<file path="config.mk">
export PLATFORM = sky130hd
export DESIGN_NAME = ae_seq_core
export DESIGN_NICKNAME = d
export VERILOG_FILES = /design/src/rtl/ae_seq_core.sv
export SDC_FILE = /design/constraint.sdc
export NUM_CORES = 2
export LEC_CHECK = 0
export ABC_AREA = 1
export BUFFER_PORTS_ARGS = -buffer_cell sky130_fd_sc_hd__clkbuf_2
export CAP_MARGIN = 20
export CORE_MARGIN = 2
export CORE_UTILIZATION = 45
export CTS_CLUSTER_SIZE = 8
export DETAILED_ROUTE_END_ITERATION = 7
export PLACE_DENSITY_LB_ADDON = 0.25
export SLEW_MARGIN = 10
export SYNTH_ARGS = -nofsm -noshare
export SYNTH_HDL_FRONTEND = slang
export SYNTH_SLANG_ARGS = --single-unit
</file>
<file path="constraint.sdc">
create_clock -name clock -period 26.4 [get_ports clock]
set_clock_uncertainty 0.05 [all_clocks]
set_input_delay 6.6 -clock clock [delete_from_list [all_inputs] [get_ports clock]]
set_output_delay 6.6 -clock clock [all_outputs]
set_load 0.02 [all_outputs]
</file>
<file path="src/rtl/ae_seq_core.sv">
// ============================================================================
// Module   : ae_seq_core
// Brief    : Self-sequencing fixed-point autoencoder core (fetch/exec/wb FSM).
// Revision : 1.0 - initial release
// ============================================================================
`default_nettype none

module ae_seq_core #(
  parameter int DATA_W     = 16,
  parameter int FRAC_W     = 8,
  parameter int NREG       = 16,
  parameter int IMEM_DEPTH = 32,
  localparam int RA_W      = $clog2(NREG),
  localparam int PC_W      = $clog2(IMEM_DEPTH),
  localparam int INSTR_W   = 4 + 3*RA_W
) (
  input  logic               clock,
  input  logic               reset_n,
  input  logic               prog_we,
  input  logic [PC_W-1:0]    prog_addr,
  input  logic [INSTR_W-1:0] prog_data,
  input  logic               ext_we,
  input  logic [RA_W-1:0]    ext_addr,
  input  logic [DATA_W-1:0]  ext_wdata,
  output logic [DATA_W-1:0]  ext_rdata,
  input  logic               start,
  output logic               busy,
  output logic               done,
  output logic               err
);

  localparam int WW = 2*DATA_W + 2;

  localparam logic [2:0] c_st_idle  = 3'd0;
  localparam logic [2:0] c_st_fetch = 3'd1;
  localparam logic [2:0] c_st_exec  = 3'd2;
  localparam logic [2:0] c_st_wb    = 3'd3;
  localparam logic [2:0] c_st_done  = 3'd4;

  localparam logic [3:0] c_op_nop     = 4'd0;
  localparam logic [3:0] c_op_add     = 4'd1;
  localparam logic [3:0] c_op_sub     = 4'd2;
  localparam logic [3:0] c_op_mul     = 4'd3;
  localparam logic [3:0] c_op_addrelu = 4'd4;
  localparam logic [3:0] c_op_addsig  = 4'd5;
  localparam logic [3:0] c_op_sigd    = 4'd6;
  localparam logic [3:0] c_op_mov     = 4'd7;
  localparam logic [3:0] c_op_halt    = 4'd15;

  localparam logic signed [WW-1:0] c_sat_max = {{(WW-DATA_W+1){1'b0}}, {(DATA_W-1){1'b1}}};
  localparam logic signed [WW-1:0] c_sat_min = {{(WW-DATA_W+1){1'b1}}, {(DATA_W-1){1'b0}}};
  localparam logic signed [WW-1:0] c_one     = {{(WW-FRAC_W-1){1'b0}}, 1'b1, {FRAC_W{1'b0}}};
  localparam logic signed [WW-1:0] c_half    = {{(WW-FRAC_W){1'b0}}, 1'b1, {(FRAC_W-1){1'b0}}};

  logic [2:0]         r_state;
  logic [2:0]         w_state_nxt;
  logic [INSTR_W-1:0] r_imem [IMEM_DEPTH];
  logic [DATA_W-1:0]  r_regs [NREG];
  logic [PC_W-1:0]    r_pc;
  logic [INSTR_W-1:0] r_ir;
  logic [DATA_W-1:0]  r_result;
  logic               r_err;
  logic [DATA_W-1:0]  r_rdata;

  logic [3:0]         w_op;
  logic [RA_W-1:0]    w_src1;
  logic [RA_W-1:0]    w_src2;
  logic [RA_W-1:0]    w_dst;
  logic               w_illegal;
  logic               w_pc_last;
  logic [DATA_W-1:0]  w_ra;
  logic [DATA_W-1:0]  w_rb;
  logic signed [WW-1:0] w_a;
  logic signed [WW-1:0] w_b;
  logic signed [WW-1:0] w_sum;
  logic signed [WW-1:0] w_diff;
  logic signed [WW-1:0] w_prod;
  logic signed [WW-1:0] w_sigd;
  logic [DATA_W-1:0]    w_sum_sat;
  logic signed [WW-1:0] w_sum_sat_x;
  logic signed [WW-1:0] w_hsig;
  logic signed [WW-1:0] w_res_x;
  logic [DATA_W-1:0]    w_result;

  function automatic logic [DATA_W-1:0] sat(input logic signed [WW-1:0] v);
    if (v > c_sat_max)      return c_sat_max[DATA_W-1:0];
    else if (v < c_sat_min) return c_sat_min[DATA_W-1:0];
    else                    return v[DATA_W-1:0];
  endfunction

  assign w_op      = r_ir[INSTR_W-1 -: 4];
  assign w_src1    = r_ir[3*RA_W-1 -: RA_W];
  assign w_src2    = r_ir[2*RA_W-1 -: RA_W];
  assign w_dst     = r_ir[RA_W-1:0];
  assign w_illegal = w_op[3] && (w_op != c_op_halt);
  assign w_pc_last = (r_pc == PC_W'(IMEM_DEPTH-1));

  // Operands are widened once so every op below runs at full precision.
  assign w_ra  = r_regs[w_src1];
  assign w_rb  = r_regs[w_src2];
  assign w_a   = {{(WW-DATA_W){w_ra[DATA_W-1]}}, w_ra};
  assign w_b   = {{(WW-DATA_W){w_rb[DATA_W-1]}}, w_rb};
  assign w_sum  = w_a + w_b;
  assign w_diff = w_a - w_b;
  assign w_prod = (w_a * w_b) >>> FRAC_W;
  assign w_sigd = (w_a * (c_one - w_a)) >>> FRAC_W;

  // Activations see the already-saturated sum.
  assign w_sum_sat   = sat(w_sum);
  assign w_sum_sat_x = {{(WW-DATA_W){w_sum_sat[DATA_W-1]}}, w_sum_sat};
  assign w_hsig      = (w_sum_sat_x >>> 2) + c_half;

  always_comb begin
    w_res_x = '0;
    case (w_op)
      c_op_add:     w_res_x = w_sum;
      c_op_sub:     w_res_x = w_diff;
      c_op_mul:     w_res_x = w_prod;
      c_op_addrelu: w_res_x = (w_sum_sat_x < 0) ? '0 : w_sum_sat_x;
      c_op_addsig: begin
        if (w_hsig < 0)          w_res_x = '0;
        else if (w_hsig > c_one) w_res_x = c_one;
        else                     w_res_x = w_hsig;
      end
      c_op_sigd:    w_res_x = w_sigd;
      c_op_mov:     w_res_x = w_a;
      default:      w_res_x = '0;
    endcase
  end

  assign w_result = sat(w_res_x);

  always_ff @(posedge clock or negedge reset_n) begin
    if (!reset_n) r_state <= c_st_idle;
    else          r_state <= w_state_nxt;
  end

  always_comb begin
    w_state_nxt = r_state;
    case (r_state)
      c_st_idle:  if (start) w_state_nxt = c_st_fetch;
      c_st_fetch: w_state_nxt = c_st_exec;
      c_st_exec:  w_state_nxt = ((w_op == c_op_halt) || w_illegal) ? c_st_done : c_st_wb;
      c_st_wb:    w_state_nxt = w_pc_last ? c_st_done : c_st_fetch;
      c_st_done:  w_state_nxt = c_st_idle;
      default:    w_state_nxt = c_st_idle;
    endcase
  end

  always_comb begin
    busy = 1'b0;
    done = 1'b0;
    case (r_state)
      c_st_fetch, c_st_exec, c_st_wb: busy = 1'b1;
      c_st_done:                      done = 1'b1;
      default: ;
    endcase
  end

  always_ff @(posedge clock or negedge reset_n) begin
    if (!reset_n) begin
      r_pc     <= '0;
      r_ir     <= '0;
      r_result <= '0;
      r_err    <= 1'b0;
    end else begin
      case (r_state)
        c_st_idle: if (start) begin
          r_pc  <= '0;
          r_err <= 1'b0;
        end
        c_st_fetch: r_ir <= r_imem[r_pc];
        c_st_exec: begin
          r_result <= w_result;
          if (w_illegal) r_err <= 1'b1;
        end
        c_st_wb: if (!w_pc_last) r_pc <= r_pc + 1'b1;
        default: ;
      endcase
    end
  end

  // Program memory survives reset so a program can be re-run after an abort.
  always_ff @(posedge clock) begin
    if ((r_state == c_st_idle) && prog_we) r_imem[prog_addr] <= prog_data;
  end

  always_ff @(posedge clock or negedge reset_n) begin
    if (!reset_n) begin
      for (int i = 0; i < NREG; i++) r_regs[i] <= '0;
    end else if ((r_state == c_st_idle) && ext_we) begin
      r_regs[ext_addr] <= ext_wdata;
    end else if ((r_state == c_st_wb) && (w_op != c_op_nop)) begin
      r_regs[w_dst] <= r_result;
    end
  end

  always_ff @(posedge clock or negedge reset_n) begin
    if (!reset_n) r_rdata <= '0;
    else          r_rdata <= r_regs[ext_addr];
  end

  assign ext_rdata = r_rdata;
  assign err       = r_err;

endmodule

`default_nettype wire

</file>
---- Yosys cells after proc, flatten, opt, wreduce, memory -nomap -nowiden ----
Memories as Yosys holds them, arrays and structs flattened. A register that Yosys moved wholly into a read port is not among the register bits.
Cells that the tools add are included.
cells by class
  add/sub/neg operators ................... 5
  $mul .................................... 2
  multiplexer cells ....................... 39
  magnitude comparators ................... 13
  reductions and logical operators ........ 16
  bitwise logic cells ..................... 4
  equal/unequal tests ..................... 17
operator list
  cell                                                                    number
  256-bit bitwise mux                                                     2
  256-bit 2-to-1 mux                                                      2
  34-bit case mux with 7 select lines                                     1
  16-bit binary-select mux with 4-bit select                              3
  16-bit 2-to-1 mux                                                       12
  16-bit demux with 4-bit select                                          2
  34-bit 2-to-1 mux                                                       3
  34-bit by 16-bit > comparator with 1-bit output, second input constant  1
  34-bit by 16-bit < comparator with 1-bit output, second input constant  1
  16-bit by 17-bit multiplier with 33-bit output                          1
  16-bit by 16-bit multiplier with 32-bit output                          1
  5-bit greater-or-equal comparator, second input constant                4
  4-bit NOT with 5-bit output                                             4
  16-bit by 16-bit adder with 17-bit output                               1
  17-bit by 16-bit > comparator with 1-bit output, second input constant  1
  17-bit by 16-bit < comparator with 1-bit output, second input constant  1
  10-bit by 16-bit subtractor with 17-bit output, first input constant    1
  16-bit by 16-bit subtractor with 17-bit output                          1
  4-bit by 3-bit equality test with 1-bit output, second input constant   4
  16-bit by 1-bit < comparator with 1-bit output, second input constant   1
  14-bit by 9-bit adder with 15-bit output, second input constant         1
  15-bit by 10-bit > comparator with 1-bit output, second input constant  1
  15-bit by 1-bit < comparator with 1-bit output, second input constant   1
  3-bit case mux with 4 select lines                                      1
  other kinds (24)                                                        45
word-level totals
  bits in writable memories ............... 512
  memories kept ........................... 1
  input bits .............................. 46
  register bits after elaboration ......... 297
  output and inout port bits .............. 19
memory list
  memory  words  width  read ports  clocked after Yosys merged registers in  write ports  line  source
  r_imem  32     16     1           1                                        1            57    logic [INSTR_W-1:0] r_imem [IMEM_DEPTH];

---- Depth between registers and ports, before layout ----
  word-level depth ........................ 16
  depth in mapped cells ................... 59
  gate-level depth less buffers ........... 54

---- Least setup slack after synthesis ----
Ideal clock, no wire load.
  kind .................................... reg-to-reg
  start point ............................. register r_ir[8] (read register of r_imem)
  end point ............................... register r_result[9]
  clock period less this slack ............ 9.041 ns
  buffers on the path ..................... 5
  stages on the path, launching flop included .. 52
  arrival time ............................ 8.874 ns
  slack ................................... 17.359 ns
  cells stage by stage .................... dfrtp_1 > buf_4 > buf_4 > o211ai_1 > nand3_1 > nand3_1 > nand2_1 > inv_2 > buf_1 > ha_1 > nand3_1 > inv_1 > nand3_1 > inv_1 > nand3_1 > nand2_1 > inv_1 > nor4_2 > [16 not listed] > nand2_1 > nor4_2 > nand3_1 > nand3_1 > inv_1 > o21ai_1 > a21boi_0 > o21ai_0 > a21oi_1 > o21ai_0 > nand3_1 > nor2_1 > nand3_1 > nand2_2 > buf_6 > nand2_1 > nand2_1 > nand2_1
on the way
  cells in the longest elaborated chain, start to end .. 16
  elaborated cells between the ends (all ways) .. 25
  those cells by class .................... add/sub (4); mul (2); order compare (7); mux (11); bitwise (1)
ends and longest elaborated chain
  what                                                       line  source
  start: declaration                                         60    logic [INSTR_W-1:0] r_ir;
  4-bit NOT with 5-bit output (implied by the code) (*)      99    assign w_ra = r_regs[w_src1];
  16-bit binary-select mux with 4-bit select (*)             99
  16-bit 2-to-1 mux (implied by the code) (*) (2 in series)  99
  16-bit by 16-bit adder with 17-bit output                  103   assign w_sum = w_a + w_b;
  17-bit by 16-bit < comparator with 1-bit output            87    else if (v < c_sat_min) return c_sat_min[DATA_W-1:0];
  16-bit 2-to-1 mux                                          87
  16-bit 2-to-1 mux                                          86    if (v > c_sat_max) return c_sat_max[DATA_W-1:0];
  14-bit by 9-bit adder with 15-bit output                   111   assign w_hsig = (w_sum_sat_x >>> 2) + c_half;
  15-bit by 10-bit > comparator with 1-bit output            122   else if (w_hsig > c_one) w_res_x = c_one;
  34-bit 2-to-1 mux                                          122
  34-bit 2-to-1 mux                                          121   if (w_hsig < 0) w_res_x = '0;
  34-bit case mux with 7 select lines (*)                    115   case (w_op)
  34-bit by 16-bit < comparator with 1-bit output            87
  16-bit 2-to-1 mux                                          87
  16-bit 2-to-1 mux (*)                                      86
  end signal: assignment                                     174   r_result <= w_result;
  end: declaration                                           61    logic [DATA_W-1:0] r_result;
Every way passes the cells marked *; elsewhere a longest branch is shown, timed or not. The select of a mux whose other input is x is not followed.
A chain may end at the register's enable or synchronous reset.

---- Final worst setup path ----
  start point ............................. register r_ir[9] (read register of r_imem)
  end point ............................... register r_result[2]
The elaborated chain is that of the path after synthesis.

==> flow_metrics.tcl <==
set metrics [dict create \
    endpoint_kind "flop" \
    synthSimpleGateAreaFrac_pct 14.4 \
    cts_setup_buffers 0 \
    async_flop_share_pct 37.9 \
    ys_top_cells_by_area "edfxtp_1 (24%), fa_1 (17%), dfrtp_1 (12%), o21ai_0 (7.4%), inv_1 (7.3%)" \
    slew_headroom_pct 25.8 \
    synth_edf_count 512 \
    yosysTopAreaCellShare_pct 24.1 \
    drc 0 \
    rrSetupSlack_ns 14.52 \
    muxShareOfSynthArea_pct 0 \
    hp-class "reg -> reg" \
    fp.dieH_microns 380 \
    cts_buffers 113 \
    start_util_pct 45.2 \
    fp.coreArea_sq_um 141000 \
    synth-seq-area-share_pct 36.4 \
    synth_top_family_by_area "adder cells" \
    rr_worst_depth 47 \
    gp_congestion 0.986 \
    place_worst_setup_slack_ns 14.96 \
    clockRootBuffer "clkbuf_16" \
    postRouteAntennaNets 0 \
    ctsHtreeMaxLevel 3 \
    syn_avg_cell_area_sq_um 8.42 \
    fin_crit_sh_pct 45.0 \
    cts_hold_buf 0 \
    finalInstanceArea_sq_um 69100 \
    start_kind "flop" \
    maxCapViolCount 0 \
    finalHoldViolations 0 \
    syn_nets 8368 \
    finalMaxSlewViolations 0 \
    ys.flop_type "edfxtp_1" \
    r2r-end "r_result[2]" \
    grtUsageMet1_pct 41.9 \
    synth_compound_area_share_pct 17.0 \
    crit_path_max_incr_delay_ns 0.72 \
    numClockSinks 825 \
    wl_per_cell_microns 23.2 \
    period_minus_slack_ns 11.88 \
    track_usage_pct 29.8 \
    setup_viol 0 \
    synth_fa_ha_area_share_pct 21.1 \
    drive_gt1_share_pct 6.12 \
    dr.pass1.iters 7 \
    cts_tree "built" \
    syn_area_sq_um 63800 \
    fin_ws_ns 14.52 \
    cp.required_ns 26.95 \
    nets 8236 \
    port_buffers 64 \
    tightest_slew_ns 1.11 \
    syn_to_final_growth_pct 8.40 \
    startpoint "r_ir[9]" \
    vias 55300 \
    antenna_found_initial 5 \
    critPathCapture "r_result[2]" \
    rr_startpoint "r_ir[9]" \
    ys_warn_count 0 \
    max_freq_mhz 84.2 \
    gr-usage-met3_pct 5.61 \
    dieArea_sq_um 145000 \
    first_global_vias 53500 \
    fp.dieW_microns 380 \
    synth-xor-area-share_pct 0.649 \
    first_iter_violations 6993 \
    grt_first_pass_wirelength_microns 332000 \
    row_count 138 \
    cts_buffer_depth 3 \
    clock_latency_ns 0.76 \
    grt_max_degree 158 \
    synth-seq-cells 825 \
    drt-total-wl_microns 218000 \
    path_clk_slew_ns 0.05 \
    cts_resized 0 \
    worstSetupPathType "reg -> reg" \
    grt-ovfl-total 0 \
    yosys.area.top_type "edfxtp_1" \
    viasPerCell 5.89 \
    place_hpwl_microns 151000 \
    critical_path_arrival_ns 12.43 \
    synth_cells 7569 \
    place_area_sq_um 65800 \
    rsz0062_at_grt "no" \
    setup_tns_ns 0 \
    gr-max-usage-layer "met2" \
    crit_path_max_fanout 34 \
    ios 65 \
    status "completed" \
    ys_types 61 \
    use_met2_pct 45.7 \
    crit_slowest_cell "inv_2" \
]
[cells by family (layout without fill, tap and decap cells)]
logic type | count (synthesis) | count (layout)
xor+xnor | 43 | 43
flops | 825 | 825
buf+inv | 1730 | 1658
fa+ha+maj | 753 | 753
simple gates | 2245 | 2245
other cells | 0 | 1
compound gates | 1973 | 1973
[layer usage]
layer / vias up / share of wire, %
li1: 24700 / -
met1: 27000 / 41
met2: 3081 / 45
met5: - / 0.028
met3: 510 / 10
met4: 8 / 3.8
[stage by stage]
step | util [%] | cells | hold slack (ns)
after floorplan | - | 7569 | 0.403
after global placement | 46.7 | 9208 | 0.418
after detailed placement | 46.7 | 9209 | 0.424
after CTS | 49.0 | 9384 | 0.437
after global routing | 49.0 | 9387 | 0.458
final | 49.0 | 9388 | 0.439
[state kept, by name, indices dropped and copies added, names as in the netlist]
register	flops
r_imem	512
r_pc	5
r_state	3
r_result	16
ext_rdata	16
r_ir	16
err	1
r_regs	256
[cell usage after synthesis, types with 10 or more instances]
| cell type | n |
|---|---|
| nand2_1 | 1088 |
| dfrtp_1 | 313 |
| ha_1 | 215 |
| buf_1 | 49 |
| fa_1 | 538 |
| inv_1 | 1234 |
| buf_4 | 11 |
| xor2_1 | 22 |
| inv_2 | 17 |
| o32ai_1 | 10 |
| edfxtp_1 | 512 |
| o22ai_1 | 506 |
| buf_2 | 36 |
| xnor2_1 | 19 |
| buf_6 | 10 |
| nor2_1 | 713 |
| o221ai_1 | 17 |
| nand3_1 | 329 |
| nand4_1 | 26 |
| nand2_2 | 15 |
| a21oi_1 | 391 |
| nor3_1 | 30 |
| o211ai_1 | 10 |
| o21ai_0 | 945 |
| clkinv_1 | 18 |
| clkbuf_1 | 352 |
| a31oi_1 | 23 |
[critical path, delay by kind of cell, from the launching register on]
family	cells	cell delay [ns]
compound gates	7	1.02
fa+ha+maj	8	3.92
buf+inv	12	2.97
flops	1	0.69
simple gates	20	2.97
[cell usage in the layout (no fill, tap or decap), drive strengths merged, types with 7 or more instances in the layout]
cell type	count
nand3	333
ha	215
dfrtp	313
a22oi	7
o211ai	10
o21bai	8
nand2	1106
inv	1254
o21a	7
a21oi	393
nor3	32
a21o	8
buf	148
a31oi	23
clkbuf	231
nor2	723
xor2	24
o21ai	956
nor4	7
o32ai	10
o221ai	17
o22ai	506
edfxtp	512
nand4	27
clkinv	25
fa	538
xnor2	19
or2	11
[worst min path at each step]
stage	start	endpoint	depth (start not counted)	slack, ns
5_1_grt	r_regs[93]	r_regs[93]	2	0.46
4_1_cts	r_regs[91]	r_regs[91]	2	0.44
3_5_place_dp	r_regs[91]	r_regs[91]	2	0.42
2_1_floorplan	r_regs[83]	r_regs[83]	2	0.40
6_report	r_regs[91]	r_regs[91]	2	0.44
3_3_place_gp	r_regs[83]	r_regs[83]	2	0.42
[layout make-up]
type	instances	area [sq um]
Inverter	1272	4790
Sequential cell	825	23200
Clock buffer	168	3050
Clock inverter	7	189
Antenna cell	1	2.50
Multi-Input combinational cell	5014	34000
Timing Repair Buffer	211	1470
Fill cell	13500	71900
Tap cell	1890	2360
Power is left out: the tool's default activity adds up to more than one toggle a clock period on the data nets, which glitch-free logic cannot reach.
